--- config.mk ---
export PLATFORM = sky130hd
export DESIGN_NAME = mem_wb_stage
export DESIGN_NICKNAME = d
export VERILOG_FILES = /design/src/rtl/mem_wb_stage.sv
export SDC_FILE = /design/constraint.sdc
export NUM_CORES = 1
export LEC_CHECK = 0
export CORE_MARGIN = 10
export CORE_UTILIZATION = 30
export CTS_CLUSTER_DIAMETER = 200
export DETAILED_ROUTE_END_ITERATION = 7
export PLACE_DENSITY_LB_ADDON = 0.2
export SYNTH_ARGS = -nofsm -noshare
export SYNTH_HDL_FRONTEND = slang
export SYNTH_SLANG_ARGS = --single-unit
--- constraint.sdc ---
create_clock -name clk -period 2.1 [get_ports clk]
set_input_delay 0.21 -clock clk [delete_from_list [all_inputs] [get_ports clk]]
set_output_delay 0.21 -clock clk [all_outputs]
set_load 0.05 [all_outputs]
--- src/rtl/mem_wb_stage.sv ---
// MEM/WB pipeline register and write-back formatter for the RV32I pipeline.
// Selects the write-back source, formats loads, flags bad loads and counts retirements.
module mem_wb_stage #(
    parameter int DATA_WIDTH    = 32,
    parameter int ADDRESS_WIDTH = 5,
    parameter int CNT_WIDTH     = 32
) (
    input  logic                     clk,
    input  logic                     rst,
    input  logic                     mem_valid,
    input  logic                     mem_reg_write,
    input  logic [1:0]               mem_wb_sel,
    input  logic [ADDRESS_WIDTH-1:0] mem_rd,
    input  logic [DATA_WIDTH-1:0]    mem_alu_result,
    input  logic [DATA_WIDTH-1:0]    mem_rdata,
    input  logic [2:0]               mem_funct3,
    input  logic [DATA_WIDTH-1:0]    mem_pc_plus4,
    input  logic [DATA_WIDTH-1:0]    mem_imm,
    input  logic                     stall,
    input  logic                     flush,
    output logic                     RegWrite,
    output logic [ADDRESS_WIDTH-1:0] WriteRegister,
    output logic [DATA_WIDTH-1:0]    WriteData,
    output logic                     wb_valid,
    output logic                     load_fault,
    output logic [CNT_WIDTH-1:0]     retire_count
);

    localparam logic [1:0] SEL_ALU  = 2'd0;
    localparam logic [1:0] SEL_LOAD = 2'd1;
    localparam logic [1:0] SEL_PC4  = 2'd2;
    localparam logic [1:0] SEL_IMM  = 2'd3;

    localparam logic [2:0] F3_LB  = 3'd0;
    localparam logic [2:0] F3_LH  = 3'd1;
    localparam logic [2:0] F3_LW  = 3'd2;
    localparam logic [2:0] F3_LBU = 3'd4;
    localparam logic [2:0] F3_LHU = 3'd5;

    localparam logic [CNT_WIDTH-1:0] CNT_ONE = {{(CNT_WIDTH-1){1'b0}}, 1'b1};

    function automatic logic [DATA_WIDTH-1:0] ext8(input logic [7:0] b, input logic sgn);
        ext8 = {{(DATA_WIDTH-8){sgn & b[7]}}, b};
    endfunction

    function automatic logic [DATA_WIDTH-1:0] ext16(input logic [15:0] h, input logic sgn);
        ext16 = {{(DATA_WIDTH-16){sgn & h[15]}}, h};
    endfunction

    logic [1:0]               w_off;
    logic [7:0]               w_byte;
    logic [15:0]              w_half;
    logic [DATA_WIDTH-1:0]    w_load_data;
    logic                     w_bad_load;
    logic                     w_fault;
    logic [DATA_WIDTH-1:0]    w_wb_data;
    logic                     w_reg_write;

    logic                     r_reg_write;
    logic [ADDRESS_WIDTH-1:0] r_rd;
    logic [DATA_WIDTH-1:0]    r_data;
    logic                     r_valid;
    logic                     r_fault;
    logic [CNT_WIDTH-1:0]     r_retire;

    // Load lane selection, extension, fault detection and write-back source mux.
    always_comb begin
        w_off = mem_alu_result[1:0];

        case (w_off)
            2'd0:    w_byte = mem_rdata[7:0];
            2'd1:    w_byte = mem_rdata[15:8];
            2'd2:    w_byte = mem_rdata[23:16];
            2'd3:    w_byte = mem_rdata[31:24];
            default: w_byte = mem_rdata[7:0];
        endcase

        if (w_off[1]) begin
            w_half = mem_rdata[31:16];
        end else begin
            w_half = mem_rdata[15:0];
        end

        w_load_data = {DATA_WIDTH{1'b0}};
        w_bad_load  = 1'b0;
        case (mem_funct3)
            F3_LB:  w_load_data = ext8(w_byte, 1'b1);
            F3_LBU: w_load_data = ext8(w_byte, 1'b0);
            F3_LH: begin
                w_load_data = ext16(w_half, 1'b1);
                w_bad_load  = w_off[0];
            end
            F3_LHU: begin
                w_load_data = ext16(w_half, 1'b0);
                w_bad_load  = w_off[0];
            end
            F3_LW: begin
                w_load_data = mem_rdata;
                w_bad_load  = (w_off != 2'd0);
            end
            default: begin
                w_load_data = {DATA_WIDTH{1'b0}};
                w_bad_load  = 1'b1;
            end
        endcase

        // Faults only matter for a real load; bubbles and non-loads never flag.
        w_fault = mem_valid & (mem_wb_sel == SEL_LOAD) & w_bad_load;

        case (mem_wb_sel)
            SEL_ALU:  w_wb_data = mem_alu_result;
            SEL_LOAD: w_wb_data = w_load_data;
            SEL_PC4:  w_wb_data = mem_pc_plus4;
            SEL_IMM:  w_wb_data = mem_imm;
            default:  w_wb_data = mem_alu_result;
        endcase

        w_reg_write = mem_valid & mem_reg_write & (mem_rd != {ADDRESS_WIDTH{1'b0}}) & ~w_fault;
    end

    // Pipeline register with rst > flush > stall > capture priority.
    always_ff @(posedge clk) begin
        if (rst) begin
            r_reg_write <= 1'b0;
            r_rd        <= {ADDRESS_WIDTH{1'b0}};
            r_data      <= {DATA_WIDTH{1'b0}};
            r_valid     <= 1'b0;
            r_fault     <= 1'b0;
            r_retire    <= {CNT_WIDTH{1'b0}};
        end else if (flush) begin
            r_reg_write <= 1'b0;
            r_rd        <= {ADDRESS_WIDTH{1'b0}};
            r_data      <= {DATA_WIDTH{1'b0}};
            r_valid     <= 1'b0;
            r_fault     <= 1'b0;
        end else if (!stall) begin
            r_reg_write <= w_reg_write;
            r_rd        <= mem_rd;
            r_data      <= w_wb_data;
            r_valid     <= mem_valid;
            r_fault     <= w_fault;
            if (mem_valid) begin
                r_retire <= r_retire + CNT_ONE;
            end
        end
    end

    assign RegWrite      = r_reg_write;
    assign WriteRegister = r_rd;
    assign WriteData     = r_data;
    assign wb_valid      = r_valid;
    assign load_fault    = r_fault;
    assign retire_count  = r_retire;

endmodule
After elaboration in Yosys (flattened, before gate mapping)

Cells that the tools add are included.

Register bits: 72
Logic and storage cells: 39
Output and inout bits: 72
Input bits: 144

Reductions and logical operators: 9
$add $sub $neg: 1
Mux-type cells: 5
Bitwise gates (word level): 8
Equal/unequal tests: 10

Operators by type and width:

| operator                                                        | number |
|---|---|
| 32-bit case mux with 5 select lines                             | 1 |
| 32-bit case mux with 4 select lines                             | 1 |
| 32-bit by 1-bit adder with 32-bit output, second input constant | 1 |
| 8-bit case mux with 4 select lines                              | 1 |
| 16-bit two-way mux                                              | 1 |
| 2-bit == test, second input constant                            | 4 |
| 3-bit == test, second input constant                            | 2 |
| 2-bit OR reduction                                              | 3 |
| 1-bit bitwise AND                                               | 5 |
| 5-bit nonzero test                                              | 1 |
| 2-bit by 1-bit == test with 1-bit output, second input constant | 2 |
| 2-bit logical NOT                                               | 2 |
| 3-bit by 1-bit == test with 1-bit output, second input constant | 1 |
| 3-bit by 2-bit == test with 1-bit output, second input constant | 1 |
| 3-bit logical NOT                                               | 1 |
| 1-bit NOT                                                       | 3 |
| 1-bit case mux with 3 select lines                              | 1 |
| 3-bit AND reduction                                             | 1 |
| 2-bit nonzero test                                              | 1 |

Depth between registers and ports, before layout

Gate-level depths: netlist of run 1.

Depth after elaboration: 6
Gate-level depth with buffers: 7
Gate-level depth less buffers: 4

Worst setup path before layout of run 1

OpenSTA, ideal clock, no wires.

Kind: flip-flop to flip-flop
From: reg r_retire[9], in the netlist retire_count[9]
To: reg r_retire[25], in the netlist retire_count[25]
Setup slack: -0.090 ns
Clock period less this slack: 2.190 ns
Path buffers: 1
Stages on the path, launching flop included: 6
Library setup time: 0.121 ns
Data required time: 1.979 ns
Data arrival time: 2.069 ns
Cells stage by stage: dfxtp_1 -> and4_1 -> nand4_2 -> buf_2 -> nor4_1 -> mux2_2

Word-level cells in the longest chain between the ends: 1

RTL lines:

| what                                     | line | RTL |
|---|---|---|
| start, declared                          | 64   | `logic [CNT_WIDTH-1:0] r_retire;` |
| start signal, assigned                   | 129  | `r_retire <= {CNT_WIDTH{1'b0}};` |
| start signal, assigned                   | 143  | `r_retire <= r_retire + CNT_ONE;` |
| 32-bit by 1-bit adder with 32-bit output | 143  |  |

Every way passes these cells.
A chain may end at the register's enable or synchronous reset.

Worst setup path in the final report of run 1

From: reg r_retire[19], in the netlist retire_count[19]
To: reg r_retire[31], in the netlist retire_count[31]

The elaborated chain is that of the path after synthesis.

==> results of run 1 <==
==> metrics by stage <==
stage          util, %  TNS, ns
6_report          49.7        0
4_1_cts           49.6        0
5_1_grt           49.7        0
3_3_place_gp      47.6    -3.16
2_1_floorplan        -        0
3_5_place_dp      47.6    -6.43
==> power breakdown <==
part           switching (mW)  internal, mW  leakage, nW  total [mW]
clock                   0.690         0.821        0.135        1.51
sequential             0.0215          1.40        0.588        1.42
combinational           0.412         0.457         1.93       0.870
==> state kept, by name, summed over array words and instances, names as in the netlist <==
signal	count
WriteData	32
load_fault	1
WriteRegister	5
RegWrite	1
retire_count	32
wb_valid	1
==> kinds of logic after synthesis <==
logic type	synth area share, %
XOR/XNOR	1.76
buffers and inverters	6.06
flip-flops	32.2
AO/OA/AOI/OAI	25.5
adder cells (fa/ha/maj)	0.279
multiplexers	11.6
AND/OR/NAND/NOR	22.6
==> layer usage <==
metal	GRT usage [%]	vias to the layer above	share of wire (%)
met4	5.59	0	1.7
met2	29.7	184	47
li1	-	2449	-
met1	20.9	2419	41
met5	0	-	0
met3	7.91	19	9.9
==> worst min-delay path, stage by stage <==
cell and delay [ns]:
buf_2 0.17, a21oi_1 0.14, a221o_1 0.11, a221o_1 0.12
==> cell type report <==
class / instances / area, um^2 / share of cell area (%)
Antenna cell: 4 / 10.0 / 0.138
Clock buffer: 9 / 225 / 3.11
Clock inverter: 7 / 61.3 / 0.845
Inverter: 14 / 52.6 / 0.725
Multi-Input combinational cell: 396 / 2780 / 38.4
Sequential cell: 72 / 1450 / 20.0
Tap cell: 184 / 230 / 3.17
Timing Repair Buffer: 254 / 2440 / 33.6
==> worst max path at each step <==
stage                       endpoint  cells after the start  slack (ns)
floorplan           retire_count[28]                      5        0.07
global placement       WriteData[16]                      6       -0.18
detailed placement     WriteData[22]                      5       -0.32
CTS                    WriteData[22]                      5        0.03
global route        retire_count[31]                      4        0.04
finish              retire_count[31]                      4        0.12
==> placed cells by master (no fill, tap or decap), types with 7 or more instances in the layout <==
cell,netlist,routed
nand3b_1,16,16
buf_4,2,39
o21ai_0,9,9
mux2i_1,16,16
or3_1,8,8
o21a_1,21,21
nand2_1,35,35
inv_1,13,13
nand4_1,8,8
nand3_1,10,10
dfxtp_1,72,64
mux4_2,8,8
o31ai_1,15,15
a221o_1,29,29
a21oi_1,30,30
or4_1,8,8
a22oi_1,9,9
dfxtp_2,0,8
clkdlybuf4s50_1,0,214
mux2_2,16,16
nor2_1,64,63
clkbuf_16,0,9
nor4_1,7,7
a31oi_1,15,15
a211oi_1,9,9
nor2b_1,9,9
==> flow_summary.toml, run 1 <==
[clocking]
clkLatencyLatePin_ns = 0.34
cts_sinks = 72
ctsLongestPathBuffers = 2
htreeDepth = 3
numCtsBuffers = 9
root_buffer = "clkbuf_16"
cts_resized = 0
cts_tree = "built"
post_cts_buffers = 0
hold_buffers = 0
clk_pin_slew_ns = 0.07

[routing]
dr.pass1.iters = 4
vias = 5071
drc = 0
vias_per_cell = 5.39
final_antenna_net_count = 0
avgRoutedWirePerCell_um = 20.4
drt_iter0_markers = 287
wirelength_um = 19100

[setup_path]
r2r_slack_ns = 0.12
cpMaxStageDelayCell = "nor4_1"
cpPeakStageDelay_ns = 0.47
setup.worst_path.start = "retire_count[19]"
start_kind = "register"
worstRegToRegCells = 4
worstSetupPathType = "register to register"
reg2reg_to = "retire_count[31]"
required_ns = 2.33
crit_buf_inv = 0
endpoint_kind = "register"
crit_chain = "and4_1, nand3_1, nor4_1, mux2_2"
critPathTopFamily = "simple AND/OR/NAND/NOR gates"
rr_startpoint = "retire_count[19]"
crit_fanout = 9
crit_arrival_ns = 2.21

[global_route]
antenna_found_initial = 4
first_global_vias = 5233
grt_usage_pct = 18.2
overflow = 0
grt_pass1_wl_um = 29200
grt_max_degree = 41

[sta]
clock_skew_ns = 0.00706
finalCritPeriodShare_pct = 94.2
maxSlewHeadroom_pct = 53.4
fin_ws_ns = 0.121
holdWs_ns = 0.440
hold_viol = 0
finalSetupViolCount = 0
fmax_mhz = 505
period_needed_ns = 1.98
tightest_slew_ns = 0.697
rsz0062_at_grt = "no"
slew_violations = 0

[hold_path]
hold_class = "primary input to register"
worst_hold_path.num_cells = 4
whs_endpoint = "WriteData[10]"
hp-start = "mem_wb_sel[1]"

[synthesis]
syn-cell-area_um2 = 4480
synth_most_common_cell = "dfxtp_1"
yosys_most_used_dff = "dfxtp_1"
yosys_warnings = 0
synth_top_area_share_pct = 32.2
synth_cells = 528
yosysUniqueCellTypes = 55
synth_top_area_cell = "dfxtp_1"
synth.area.top_cells = "dfxtp_1 (32%), a221o_1 (6.5%), nor2_1 (5.4%)"
synth_common_cells = "dfxtp_1 (72), nor2_1 (64), nand2_1 (35)"
syn_nets = 673
avgSynthCellArea_um2 = 8.49
synth-edff-count = 0
ys_ff_latch = 72
ys_async_sr_fraction_pct = 0
synth-seq-area-share_pct = 32.2

[layout]
drive_gt1_share_pct = 13.0
syn_to_final_growth_pct = 61.8
finalNetCount = 892
fill_cells = 1383
stdcell_area_um2 = 7250
final_cells = 940

[die]
die_w_um = 142
start_util_pct = 30.7
die_h_um = 142
core_area_um2 = 14600
io_pins = 216
core.rowCount = 44
dieArea_um2 = 20200

[run]
drv_cap = 0

[placed_design]
pre_cts_slack_ns = -0.318
hpwlAfterDp_um = 15400
placed_cell_area_um2 = 6950
gp_congestion = 0.842
io_buffers = 215
dp_cells = 920

[power_and_ir_drop]
p_per_area_nw_per_um2 = 524
power_mw = 3.80
vdd_drop_max_v = 0.000327
power_leakage_nw = 2.65

[status]
outcome = "complete, no violations"
No activity file was read; power rests on OpenSTA's default activity.
==> run 2, diff against run 1 <==
--- a/config.mk
+++ b/config.mk
@@ -5,11 +5,13 @@
 export SDC_FILE = /design/constraint.sdc
 export NUM_CORES = 1
 export LEC_CHECK = 0
+export CELL_PAD_IN_SITES_DETAIL_PLACEMENT = 0
+export CELL_PAD_IN_SITES_GLOBAL_PLACEMENT = 1
 export CORE_MARGIN = 10
-export CORE_UTILIZATION = 30
+export CORE_UTILIZATION = 29
 export CTS_CLUSTER_DIAMETER = 200
 export DETAILED_ROUTE_END_ITERATION = 7
-export PLACE_DENSITY_LB_ADDON = 0.2
+export PLACE_DENSITY_LB_ADDON = 0.05
 export SYNTH_ARGS = -nofsm -noshare
 export SYNTH_HDL_FRONTEND = slang
 export SYNTH_SLANG_ARGS = --single-unit
==> flow_summary.toml, run 2 (synthesis gave the netlist of run 1 again) <==
[status]
outcome = "complete, no violations"

[sta]
rsz0062_at_grt = "no"
slew_violations = 0
fin_ws_ns = 0.168
maxSlewHeadroom_pct = 54.0
tightest_slew_ns = 0.688
clock_skew_ns = 0.00443
fmax_mhz = 518
holdWs_ns = 0.466
hold_viol = 0
period_needed_ns = 1.93
finalSetupViolCount = 0
finalCritPeriodShare_pct = 92.0

[run]
drv_cap = 0

[routing]
vias = 5030
drt_iter0_markers = 210
vias_per_cell = 5.34
avgRoutedWirePerCell_um = 20.6
drc = 0
wirelength_um = 19400
dr.pass1.iters = 4
final_antenna_net_count = 0

[power_and_ir_drop]
power_leakage_nw = 2.71
vdd_drop_max_v = 0.000432
p_per_area_nw_per_um2 = 565

[clocking]
clk_pin_slew_ns = 0.06
numCtsBuffers = 9
ctsLongestPathBuffers = 2
cts_tree = "built"
root_buffer = "clkbuf_16"
cts_sinks = 72
htreeDepth = 3
hold_buffers = 0
clkLatencyLatePin_ns = 0.34

[setup_path]
cpMaxStageDelayCell = "nor4_1"
critPathTopFamily = "simple AND/OR/NAND/NOR gates"
crit_buf_inv = 0
endpoint_kind = "register"
required_ns = 2.33
start_kind = "register"
crit_arrival_ns = 2.16
cpPeakStageDelay_ns = 0.45
crit_chain = "and4_1, nand3_1, nor4_1, mux2_2"
worstSetupPathType = "register to register"
crit_fanout = 9

[placed_design]
hpwlAfterDp_um = 15500
gp_congestion = 0.840
io_buffers = 215
pre_cts_slack_ns = -0.356

[die]
start_util_pct = 29.6
die_w_um = 144
die_h_um = 144
core.rowCount = 45
core_area_um2 = 15100
dieArea_um2 = 20800
io_pins = 216

[global_route]
grt_pass1_wl_um = 29800
first_global_vias = 5373
antenna_found_initial = 2
overflow = 0
grt_usage_pct = 18.4
grt_max_degree = 40

[layout]
final_common_cell = "clkdlybuf4s50_1"
drive_gt1_share_pct = 13.1
finalNetCount = 893
fill_cells = 1464
syn_to_final_growth_pct = 64.4
final_cell_mix = "clkdlybuf4s50_1 (214), dfxtp_1 (64), nor2_1 (63)"

[hold_path]
hold_class = "register to register"
==> run 2: power by group <==
group	total, mW	switching (mW)	internal [mW]
combinational	0.881	0.416	0.465
clock	1.86	0.600	1.26
sequential	1.42	0.0205	1.40
total	4.16	1.04	3.12
==> run 2: repair_timing <==
action	CTS	global route
setup endpoints to repair	0	16
resized for setup	0	1
buffers inserted	0	0
==> run 2: final timing paths <==
kind              cells after the start  slack [ns]                to              from
hold reg to reg                       2        0.47          RegWrite          RegWrite
setup reg to reg                      4        0.17  retire_count[31]  retire_count[19]
hold / removal                        2        0.47          RegWrite          RegWrite
setup / recovery                      4        0.17  retire_count[31]  retire_count[19]
==> run 2: metal layers <==
metal | global-route usage (%) | vias to the layer above | part of all wire [%]
met5 | 0 | - | 0
li1 | - | 2444 | -
met1 | 21.3 | 2415 | 40
met2 | 31.2 | 156 | 50
met3 | 6.20 | 15 | 8.7
met4 | 6.17 | 0 | 1.4
==> run 2: area by class of cell <==
| type | instances | area [um^2] | share of cell area, % |
|---|---|---|---|
| antenna | 1 | 2.50 | 0.0340 |
| clock buffer | 12 | 267 | 3.62 |
| clock inverter | 4 | 98.8 | 1.34 |
| inverter | 14 | 52.6 | 0.713 |
| multi-input combinational | 396 | 2790 | 37.9 |
| sequential | 72 | 1450 | 19.7 |
| tap | 188 | 235 | 3.19 |
| timing repair buffer | 255 | 2470 | 33.6 |
==> run 2: tightest hold or removal path: stages (launching register included) <==
cell and delay, ns:
dfxtp_1 0.31, nand2_1 0.06, a21oi_1 0.05
==> run 2: stage by stage <==
step / power, mW / utilization (%) / instances / setup TNS (ns) / area, um^2
global route: 4.32 / 48.6 / 942 / 0 / 7370
CTS: 4.22 / 48.6 / 941 / 0 / 7360
global placement: 2.33 / 46.2 / 925 / -4.99 / 6990
finish: 4.16 / 48.6 / 942 / 0 / 7370
detailed placement: 2.33 / 46.2 / 925 / -7.43 / 6990
floorplan: 1.85 / - / 528 / 0 / 4490
==> run 3, diff against run 2 <==
--- a/config.mk
+++ b/config.mk
@@ -7,6 +7,7 @@
 export LEC_CHECK = 0
 export CELL_PAD_IN_SITES_DETAIL_PLACEMENT = 0
 export CELL_PAD_IN_SITES_GLOBAL_PLACEMENT = 1
+export CORE_ASPECT_RATIO = 1.25
 export CORE_MARGIN = 10
 export CORE_UTILIZATION = 29
 export CTS_CLUSTER_DIAMETER = 200
==> flow_summary.toml, run 3 (synthesis gave the netlist of run 1 again) <==
[global_route]
overflow = 0
grt_usage_pct = 18.5
grt_max_degree = 41
first_global_vias = 5490
grt_pass1_wl_um = 31000
antenna_found_initial = 2

[placed_design]
gp_congestion = 0.862
hpwlAfterDp_um = 15900
pre_cts_slack_ns = -0.314
io_buffers = 215

[layout]
utilization_pct = 48.6
final_common_cell = "clkdlybuf4s50_1"
ff_latch_area_um2 = 1450
drive_gt1_share_pct = 13.0
final_cell_mix = "clkdlybuf4s50_1 (213), dfxtp_1 (64), nor2_1 (63)"
finalNetCount = 892
fill_cells = 1479
multi_input_area_um2 = 2790
syn_to_final_growth_pct = 63.4

[routing]
avgRoutedWirePerCell_um = 20.8
drt_iter0_markers = 289
dr.pass1.iters = 5
final_antenna_net_count = 0
vias = 5078
drc = 0
wirelength_um = 20000
vias_per_cell = 5.28

[setup_path]
crit_buf_inv = 1
worstSetupPathType = "register to primary output"
crit_arrival_ns = 1.71
start_kind = "register"
required_ns = 1.89
cpPeakStageDelay_ns = 0.88
endpoint_kind = "primary output"
crit_chain = "clkdlybuf4s50_1"
crit_fanout = 7
critPathTopFamily = "buffers and inverters"
cpMaxStageDelayCell = "clkdlybuf4s50_1"

[power_and_ir_drop]
vdd_drop_max_v = 0.000316
power_leakage_nw = 2.68
p_per_area_nw_per_um2 = 532

[die]
core_area_um2 = 15100
io_pins = 216
core.rowCount = 50
dieArea_um2 = 20900
die_h_um = 159
die_w_um = 131
start_util_pct = 29.7

[status]
outcome = "complete, no violations"

[clocking]
root_buffer = "clkbuf_16"
post_cts_buffers = 0
clk_pin_slew_ns = 0.06
clkLatencyLatePin_ns = 0.35
hold_buffers = 0
cts_tree = "built"
ctsLongestPathBuffers = 2
htreeDepth = 3
cts_sinks = 72
numCtsBuffers = 9

[sta]
fin_ws_ns = 0.179
fin_setup_tns_ns = 0
period_needed_ns = 1.92
fmax_mhz = 521
slew_violations = 0
holdWs_ns = 0.460
hold_viol = 0
rsz0062_at_grt = "no"
clock_skew_ns = 0.00675
maxSlewHeadroom_pct = 51.4
finalCritPeriodShare_pct = 91.5
tightest_slew_ns = 0.726
finalSetupViolCount = 0

[hold_path]
hold_class = "primary input to register"

[run]
drv_cap = 0
-- run 3: area by class of cell --
cell class	count	area share, %
well taps	208	3.55
clock inverters	4	0.717
repair buffers	254	33.6
multi-input cells	396	38.1
clock buffers	12	3.50
inverters	14	0.717
diodes	1	0.0342
flip-flops and latches	72	19.8
-- run 3: power by group --
part | internal [mW] | total [mW] | switching [mW] | leakage [nW]
clock network | 0.987 | 1.60 | 0.611 | 0.153
logic | 0.460 | 0.878 | 0.418 | 1.94
registers | 1.40 | 1.42 | 0.0195 | 0.588
-- run 3: path summary, 6_finish.rpt --
check / startpoint / endpoint / slack [ns] / cells past startpoint
worst min register to register: RegWrite / RegWrite / 0.46 / 2
worst max-delay path: retire_count[7] / retire_count[7] / 0.18 / 1
worst min-delay path: mem_wb_sel[1] / load_fault / 0.46 / 5
worst max register to register: retire_count[19] / retire_count[31] / 0.20 / 4
-- run 3: through the flow --
stage	power, mW	cell area (um^2)	instances
CTS	3.94	7320	960
global route	4.07	7320	960
floorplan	1.85	4490	528
finish	3.89	7320	961
global placement	2.32	7010	944
detailed placement	2.33	7010	944
-- run 3: what timing repair did --
action	CTS	global route
resized for setup	0	1
endpoints found under the hold margin	0	0
setup endpoints to repair	0	16
-- run 3: layer usage --
| metal | part of all wire [%] | track usage (%) | wire [um] |
|---|---|---|---|
| met5 | 0.065 | 0 | 13 |
| met4 | 2.6 | 6.92 | 510 |
| met3 | 8.0 | 6.31 | 1590 |
| met2 | 51 | 32.6 | 10100 |
| met1 | 39 | 20.0 | 7720 |
